[src/rtl/keypad_pkg.sv]
// Shared types and helpers for the keypad scanner.
package keypad_pkg;

  typedef enum logic [1:0] {
    ST_SCAN       = 2'd0,
    ST_PRESS_DB   = 2'd1,
    ST_HELD       = 2'd2,
    ST_RELEASE_DB = 2'd3
  } kp_state_e;

  // Bits needed to index n items; never narrower than one bit.
  function automatic int code_w(input int n);
    return (n < 2) ? 1 : $clog2(n);
  endfunction

endpackage

[src/rtl/sync2.sv]
// Two-flop synchronizer for asynchronous inputs; resets to all-ones
// so idle (active-low) lines read as inactive out of reset.
module sync2 #(
  parameter int W = 1
) (
  input  logic         clk,
  input  logic         reset,
  input  logic [W-1:0] d_i,
  output logic [W-1:0] q_o
);

  logic [W-1:0] meta_q;
  logic [W-1:0] sync_q;

  // Two-stage capture of the raw input.
  always_ff @(posedge clk or posedge reset) begin
    if (reset) begin
      meta_q <= '1;
      sync_q <= '1;
    end else begin
      meta_q <= d_i;
      sync_q <= meta_q;
    end
  end

  assign q_o = sync_q;

endmodule

[src/rtl/keypad_scan_db.sv]
// Row-scanning keypad controller with press/release debounce and a
// single-entry event register.
//
// state         | meaning
// --------------+-------------------------------------------------
// ST_SCAN       | rotate the low row, look for any low column
// ST_PRESS_DB   | row frozen, count stable-low cycles of the key
// ST_HELD       | key accepted and reported, waiting for release
// ST_RELEASE_DB | count stable-high cycles before resuming scan
module keypad_scan_db
  import keypad_pkg::*;
#(
  parameter int NROWS     = 4,
  parameter int NCOLS     = 4,
  parameter int SCAN_DIV  = 4,
  parameter int DB_CYCLES = 20000
) (
  input  logic                             clk,
  input  logic                             reset,
  input  logic [NCOLS-1:0]                 cols_n,
  output logic [NROWS-1:0]                 rows_n,
  output logic                             key_valid,
  input  logic                             key_ready,
  output logic [code_w(NROWS*NCOLS)-1:0]   key_code,
  output logic                             key_down,
  output logic                             overflow
);

  localparam int CW   = code_w(NROWS*NCOLS);
  localparam int RW   = code_w(NROWS);
  localparam int CLW  = code_w(NCOLS);
  localparam int DW   = code_w(SCAN_DIV);
  localparam int CNTW = code_w(DB_CYCLES+1);

  logic [NCOLS-1:0] cols_s;
  kp_state_e        state_q;
  logic [RW-1:0]    row_q;
  // Row that was driven when the currently synchronized column sample was
  // taken; the sync delay means rows_n has already moved on by then.
  logic [RW-1:0]    row_s1_q, row_s2_q;
  logic [DW-1:0]    div_q;
  logic [CNTW-1:0]  cnt_q;
  logic [CLW-1:0]   cap_col_q;
  logic             down_q;
  logic             valid_q;
  logic [CW-1:0]    code_q;
  logic             ovf_q;

  logic             any_low, aligned, cap_low, db_done, emit, accept;
  logic [CLW-1:0]   low_col;
  logic [CNTW-1:0]  cnt_inc;
  logic [CW-1:0]    new_code;

  function automatic logic [RW-1:0] next_row(input logic [RW-1:0] r);
    if (r == RW'(NROWS-1)) return '0;
    return r + 1'b1;
  endfunction

  sync2 #(.W(NCOLS)) u_sync (
    .clk   (clk),
    .reset (reset),
    .d_i   (cols_n),
    .q_o   (cols_s)
  );

  // Column decode, saturating count and event strobe.
  always_comb begin
    any_low = ~&cols_s;
    low_col = '0;
    for (int i = NCOLS-1; i >= 0; i--) begin
      if (!cols_s[i]) low_col = CLW'(i);
    end
    aligned  = (row_s2_q == row_q);
    cap_low  = !cols_s[cap_col_q];
    cnt_inc  = (&cnt_q) ? cnt_q : cnt_q + 1'b1;
    db_done  = (cnt_inc == CNTW'(DB_CYCLES));
    emit     = (state_q == ST_PRESS_DB) && aligned && cap_low && db_done;
    new_code = CW'(int'(row_q) * NCOLS + int'(cap_col_q));
    accept   = valid_q && key_ready;
  end

  // Scan/debounce state machine; samples are only trusted once the
  // frozen row has propagated through the synchronizer (aligned).
  always_ff @(posedge clk or posedge reset) begin
    if (reset) begin
      state_q   <= ST_SCAN;
      row_q     <= '0;
      row_s1_q  <= '0;
      row_s2_q  <= '0;
      div_q     <= '0;
      cnt_q     <= '0;
      cap_col_q <= '0;
      down_q    <= 1'b0;
    end else begin
      row_s1_q <= row_q;
      row_s2_q <= row_s1_q;
      case (state_q)
        ST_SCAN: begin
          if (any_low) begin
            state_q   <= ST_PRESS_DB;
            row_q     <= row_s2_q;
            cap_col_q <= low_col;
            cnt_q     <= '0;
            div_q     <= '0;
          end else if (div_q == DW'(SCAN_DIV-1)) begin
            div_q <= '0;
            row_q <= next_row(row_q);
          end else begin
            div_q <= div_q + 1'b1;
          end
        end
        ST_PRESS_DB: begin
          if (aligned) begin
            if (!cap_low) begin
              state_q <= ST_SCAN;
              row_q   <= next_row(row_q);
              cnt_q   <= '0;
            end else if (db_done) begin
              state_q <= ST_HELD;
              down_q  <= 1'b1;
              cnt_q   <= '0;
            end else begin
              cnt_q <= cnt_inc;
            end
          end
        end
        ST_HELD: begin
          if (aligned && !cap_low) begin
            state_q <= ST_RELEASE_DB;
            cnt_q   <= '0;
          end
        end
        ST_RELEASE_DB: begin
          if (aligned) begin
            if (cap_low) begin
              state_q <= ST_HELD;
              cnt_q   <= '0;
            end else if (db_done) begin
              state_q <= ST_SCAN;
              down_q  <= 1'b0;
              row_q   <= next_row(row_q);
              cnt_q   <= '0;
            end else begin
              cnt_q <= cnt_inc;
            end
          end
        end
        default: state_q <= ST_SCAN;
      endcase
    end
  end

  // Single-entry event holding register with drop-on-full.
  always_ff @(posedge clk or posedge reset) begin
    if (reset) begin
      valid_q <= 1'b0;
      code_q  <= '0;
      ovf_q   <= 1'b0;
    end else begin
      ovf_q <= 1'b0;
      if (emit) begin
        if (!valid_q || accept) begin
          code_q  <= new_code;
          valid_q <= 1'b1;
        end else begin
          ovf_q <= 1'b1;
        end
      end else if (accept) begin
        valid_q <= 1'b0;
      end
    end
  end

  // One-cold row drive from the current row index.
  always_comb begin
    rows_n        = '1;
    rows_n[row_q] = 1'b0;
  end

  assign key_valid = valid_q;
  assign key_code  = code_q;
  assign key_down  = down_q;
  assign overflow  = ovf_q;

endmodule

[config.mk]
export PLATFORM = sky130hd
export DESIGN_NAME = keypad_scan_db
export DESIGN_NICKNAME = d
export VERILOG_FILES = /design/src/rtl/keypad_pkg.sv /design/src/rtl/sync2.sv /design/src/rtl/keypad_scan_db.sv
export SDC_FILE = /design/constraint.sdc
export NUM_CORES = 1
export LEC_CHECK = 0
export ABC_AREA = 1
export CAP_MARGIN = 20
export CORE_ASPECT_RATIO = 0.8
export CORE_UTILIZATION = 36
export CTS_BUF_LIST = sky130_fd_sc_hd__clkbuf_8
export DETAILED_ROUTE_END_ITERATION = 16
export GPL_TIMING_DRIVEN = 0
export SLEW_MARGIN = 5
export SYNTH_ARGS = -nofsm -noshare
export SYNTH_HDL_FRONTEND = slang
export SYNTH_HIERARCHICAL = 1
export SYNTH_SLANG_ARGS = --single-unit
[constraint.sdc]
create_clock -name clk -period 5.1 [get_ports clk]
set_clock_uncertainty 0.1 [all_clocks]
set_input_delay 1.02 -clock clk [delete_from_list [all_inputs] [get_ports clk]]
set_output_delay 1.02 -clock clk [all_outputs]
set_load 0.05 [all_outputs]
# After elaboration in Yosys (flattened, before gate mapping)
# Cells that the tools add are included.
dict set report totals {
  ff_bits 42
  in_bits 7
  out_inout_bits 11
  elab_cells 127
}
dict set report op_classes {
  addsub 4
  magnitude_cmp 3
  n_eq_ne 20
  n_mux 63
  bitwise_logic 2
  n_reduce_logical 22
}
# cell count
set ops {}
lappend ops {{two-way mux 15 bit} 8}
lappend ops {{one-hot mux 15 bit (4 select lines)} 1}
lappend ops {{two-way mux 2 bit} 25}
lappend ops {{two-way mux 1 bit} 24}
lappend ops {{inequality test 2 bit, second input constant} 9}
lappend ops {{adder 15 x 1 -> 15 bit, second input constant} 1}
lappend ops {{== test 15 bit, second input constant} 1}
lappend ops {{AND reduction 15 bit} 1}
lappend ops {{AND reduction 7 bit} 2}
lappend ops {{inequality test 3 bit, second input constant} 3}
lappend ops {{== test 2 bit, second input constant} 4}
lappend ops {{one-hot mux 2 bit (4 select lines)} 1}
lappend ops {{AND reduction 4 bit} 2}
lappend ops {{logical AND 1 bit} 6}
lappend ops {{< comparator 2 x 3 -> 1 bit, second input constant} 2}
lappend ops {{one-hot mux 2 bit (3 select lines)} 1}
lappend ops {{AND reduction 2 bit} 3}
lappend ops {{AND reduction 6 bit} 1}
lappend ops {{adder 2 x 1 -> 2 bit, second input constant} 2}
lappend ops {{adder 4 x 2 -> 4 bit} 1}
lappend ops {{NOT 4 bit} 1}
lappend ops {{nonzero test 2 bit} 2}
lappend ops {{nonzero test 3 bit} 1}
lappend ops {{binary-select mux 1 bit (select 2 bit)} 1}
lappend ops {{10 further kinds} 11}

# Depth between registers and ports, before layout
dict set report depth {
  ltp_word 12
  ltp_mapped 15
  depth_no_buf 15
}

# Modules after synthesis
# Netlist, hierarchy kept.
# module n_inst cells_each area_each_um2 seq_area_each_um2
set modules_own_cells {}
lappend modules_own_cells {keypad_scan_db 1 306 2158.3 850.8}
lappend modules_own_cells {sync2 1 9 214.0 210.2}

# Least setup slack after synthesis
# OpenSTA, ideal clock, no wires.
dict set report synth_timing {
  path_type {reg2out}
  start {reg row_q[0]}
  end {out rows_n[0]}
  t_arrival_ns 1.021
  t_required_ns 3.980
  path_slack_ns 2.959
  path_stages_with_launch 4
  path_buffers 0
  path_cell_list {dfrtp_1 inv_1 ha_1 inv_1}
}
dict set report synth_via {
  elab_chain_len 5
  elab_cells_between_ends 6
  classes_between {order compare: 2; mux: 2; bitwise: 1; reduce/logical: 1}
}
# item line_no
set synth_lines {}
lappend synth_lines {{start, declared} keypad_scan_db.sv:37} ;# logic [RW-1:0] row_q;
lappend synth_lines {{start signal, assigned} keypad_scan_db.sv:101} ;# row_q <= row_s2_q;
lappend synth_lines {{start signal, assigned} keypad_scan_db.sv:107} ;# row_q <= next_row(row_q);
lappend synth_lines {{start signal, assigned} keypad_scan_db.sv:116} ;# row_q <= next_row(row_q);
lappend synth_lines {{< comparator 2 x 3 -> 1 bit (not written as such) / >= comparator 2 x 1 -> 1 bit (equally long branches)} keypad_scan_db.sv:177} ;# rows_n[row_q] = 1'b0;
lappend synth_lines {{logical AND 1 bit (not written as such)} keypad_scan_db.sv:177}
lappend synth_lines {{two-way mux 1 bit (not written as such)} keypad_scan_db.sv:177}
lappend synth_lines {{demux 1 bit (select 2 bit) (*)} keypad_scan_db.sv:177}
lappend synth_lines {{NOT 4 bit (no line) (*)} --}
lappend synth_lines {{end, declared} keypad_scan_db.sv:21} ;# output logic [NROWS-1:0] rows_n,
# Every way passes the cells marked *; elsewhere a longest branch is shown, timed or not.

# Worst setup path in the final report
# Ends and elaborated chain as after synthesis.

==> out/metrics.yaml <==
drt:
  route.antenna.remaining_nets: 0
  vias_per_cell: 4.77
  first_iter_violations: 200
  drc_errors: 0
  routed_wl_um: 4890
  firstDrtPassIters: 5
  post_drt_wl_per_cell_um: 11.5
  vias: 2024
sta:
  slew_violations: 0
  finalCritPeriodShare_pct: 60.3
  worst_slew_pin_slew_ns: 0.719
  clock.fmax_ghz: 0.325
  final.setup.tns_ns: 0
  rsz0062_at_grt: "false"
  setup_viol: 0
  min_period_ns: 3.07
  maxSlewHeadroom_pct: 52.0
  hold_viol: 0
floorplanning:
  io_pins: 18
  initial_core_util_pct: 37.2
  die_w_um: 92.8
  dieArea_um2: 6920
  fp.coreArea_um2: 6380
  row_count: 26
  die_y_um: 74.6
final_layout:
  n_fill_cell: 665
  drive_gt1_share_pct: 10.6
  nets: 352
  syn2layout_area_growth_pct: 16.2
  antennaDiodeCount: 0
  finalInstanceArea_um2: 2760
synth:
  synth_area_leaders: "dfrtp_1 (36%), nand2_1 (15%), dfstp_2 (8.9%)"
  synth.avg_cell_area_um2: 7.53
  ys.flop_type: "dfrtp_1"
  synthArstFlopShare_pct: 100
  synth_top_cell_by_area: "dfrtp_1"
  synth_cell_types: 34
  syn_area_um2: 2370
  synth-edff-count: 0
  ys_warn_count: 6
  syn-num-nets: 328
  ys_seq_area_share_pct: 44.7
  netlist.area_leader.share_pct: 35.9
  synth_cells: 315
  synth-seq-cells: 42
status:
  outcome: "finished clean"
cts:
  worstSkewPairLatency_ns: 0.29
  clock-sinks: 42
  cts-resized-gates: 0
  cts_root_buf: "clkbuf_8"
  clk_pin_slew_ns: 0.08
  holdBufCountCts: 0
  numCtsBuffers: 5
  post_cts_buffers: 0
  h-tree-depth: 2
  clock_path_buffers: 2
  tritoncts: "yes"
placed_design:
  place_congestion: 0.863
  dp_hpwl_um: 3740
  numPortBuffers: 17
  place_area_um2: 2650
power_and_ir_drop:
  p_leak_nw: 1.30
  power.density_nw_per_um2: 411
  vdd_ir_drop_max_mv: 0.155
global_routing:
  grt_overflow: 0
  grt_pass1_vias: 1799
  grt_pass1_wl_um: 8460
  grt_use_total_pct: 15.6
  grt_max_degree: 35
  grt_antenna_before_repair: 0
setup_path:
  r2r_slack_ns: 2.68
  worstPathRequired_ns: 3.98
  crit_type: "register to primary output"
  worstPathArrival_ns: 1.95
  critPathLaunchType: "register"
  cp_max_fo: 7
  crit_path_end_kind: "primary output"
run:
  drv_cap: 0
worst_hold_path:
  holdCritPathClass: "register to register"
## Yosys cell counts (4+ instances only)
cell type,count
dfstp_2,8
nor2_1,30
nand2_1,97
o21ai_1,8
dfrtp_1,34
nand4_1,5
nand2_2,4
a21oi_1,7
ha_1,6
nor3_1,5
o21ai_0,13
inv_1,46
nand3_1,16
o22ai_1,7
## metal layers
layer | up-vias | GRT usage [%] | wire [µm]
li1 | 1050 | - | -
met1 | 911 | 23.6 | 2460
met2 | 61 | 22.5 | 2040
met3 | 2 | 3.58 | 350
met4 | 0 | 3.59 | 44
met5 | - | 0 | 0
## cell type report
cell class | count | area (µm²) | share of cell area (%)
Sequential cell | 42 | 1060 | 38.5
Clock buffer | 5 | 68.8 | 2.50
Timing Repair Buffer | 17 | 170 | 6.17
Tap cell | 84 | 105 | 3.81
Inverter | 49 | 184 | 6.67
Multi-Input combinational cell | 221 | 1100 | 40.1
Clock inverter | 3 | 41.3 | 1.50
Buffer | 3 | 22.5 | 0.817
## critical path: stages, from the launching register on
cell	delay (ns)
dfrtp_1	0.48
inv_1	0.13
ha_1	0.21
inv_1	0.05
clkdlybuf4s50_1	0.80
## metrics by stage
step	power (mW)	utilization (%)	instances	worst slack, ns	hold slack [ns]
after global routing	1.23	43.2	424	1.92	0.259
after global placement	0.883	41.5	416	2.34	0.235
after floorplan	0.763	-	315	2.96	0.231
after detailed placement	0.890	41.5	416	2.34	0.237
final	1.13	43.2	424	2.03	0.255
after CTS	1.15	43.2	424	2.01	0.256
## kinds of logic (layout without fill, tap and decap cells)
family                     count (synthesis)  after routing  synth area share [%]
DFF                                       42             42                  44.7
and+or+nand+nor                          170            170                  32.1
muxes                                      1              1                 0.422
adders and majority gates                  6              6                  3.16
buffers and inverters                     52             77                  8.70
AOI/OAI and AO/OA                         40             40                  9.44
xor gates and xnor gates                   4              4                  1.48
## worst paths after layout
check | start | to | depth (start not counted)
min | row_s1_q[0]$_DFF_PP0_ | row_s2_q[0]$_DFF_PP0_ | 0
max in group asynchronous | reset | cnt_q[9]$_DFFE_PP0P_ | 2
min in group asynchronous | reset | cap_col_q[0]$_DFFE_PP0P_ | 2
min reg2reg | row_s1_q[0]$_DFF_PP0_ | row_s2_q[0]$_DFF_PP0_ | 0
max | row_q[0]$_DFFE_PP0P_ | rows_n[0] | 4
max reg2reg | cnt_q[0]$_DFFE_PP0P_ | cnt_q[8]$_DFFE_PP0P_ | 13
## power breakdown
group,internal (mW),leakage [nW],switching [mW]
sequential,0.386,0.540,0.0475
combinational,0.142,0.702,0.303
clock,0.144,0.0556,0.112
## sequential cells by signal, indices dropped and copies added (netlist names), 2 cells and up, named ones only
name / flops
cnt_q: 15
key_code: 4
u_sync/meta_q: 4
u_sync/q_o: 4
cap_col_q: 2
div_q: 2
row_q: 2
row_s1_q: 2
row_s2_q: 2
## cells in the final DEF (no fill, tap or decap), drive strengths merged, types with 2 or more instances in the layout
master | netlist | layout
ha | 6 | 6
dfrtp | 34 | 34
o22ai | 7 | 7
nor3 | 6 | 6
inv | 49 | 50
xnor2 | 3 | 3
buf | 2 | 2
nand3b | 2 | 2
clkdlybuf4s50 | 0 | 17
nand2 | 101 | 101
nor2 | 35 | 35
a21oi | 7 | 7
nand4 | 5 | 5
o21ai | 22 | 22
nand3 | 19 | 19
dfstp | 8 | 8
clkbuf | 1 | 6
Note: power is estimated with default switching activity, not from simulation.
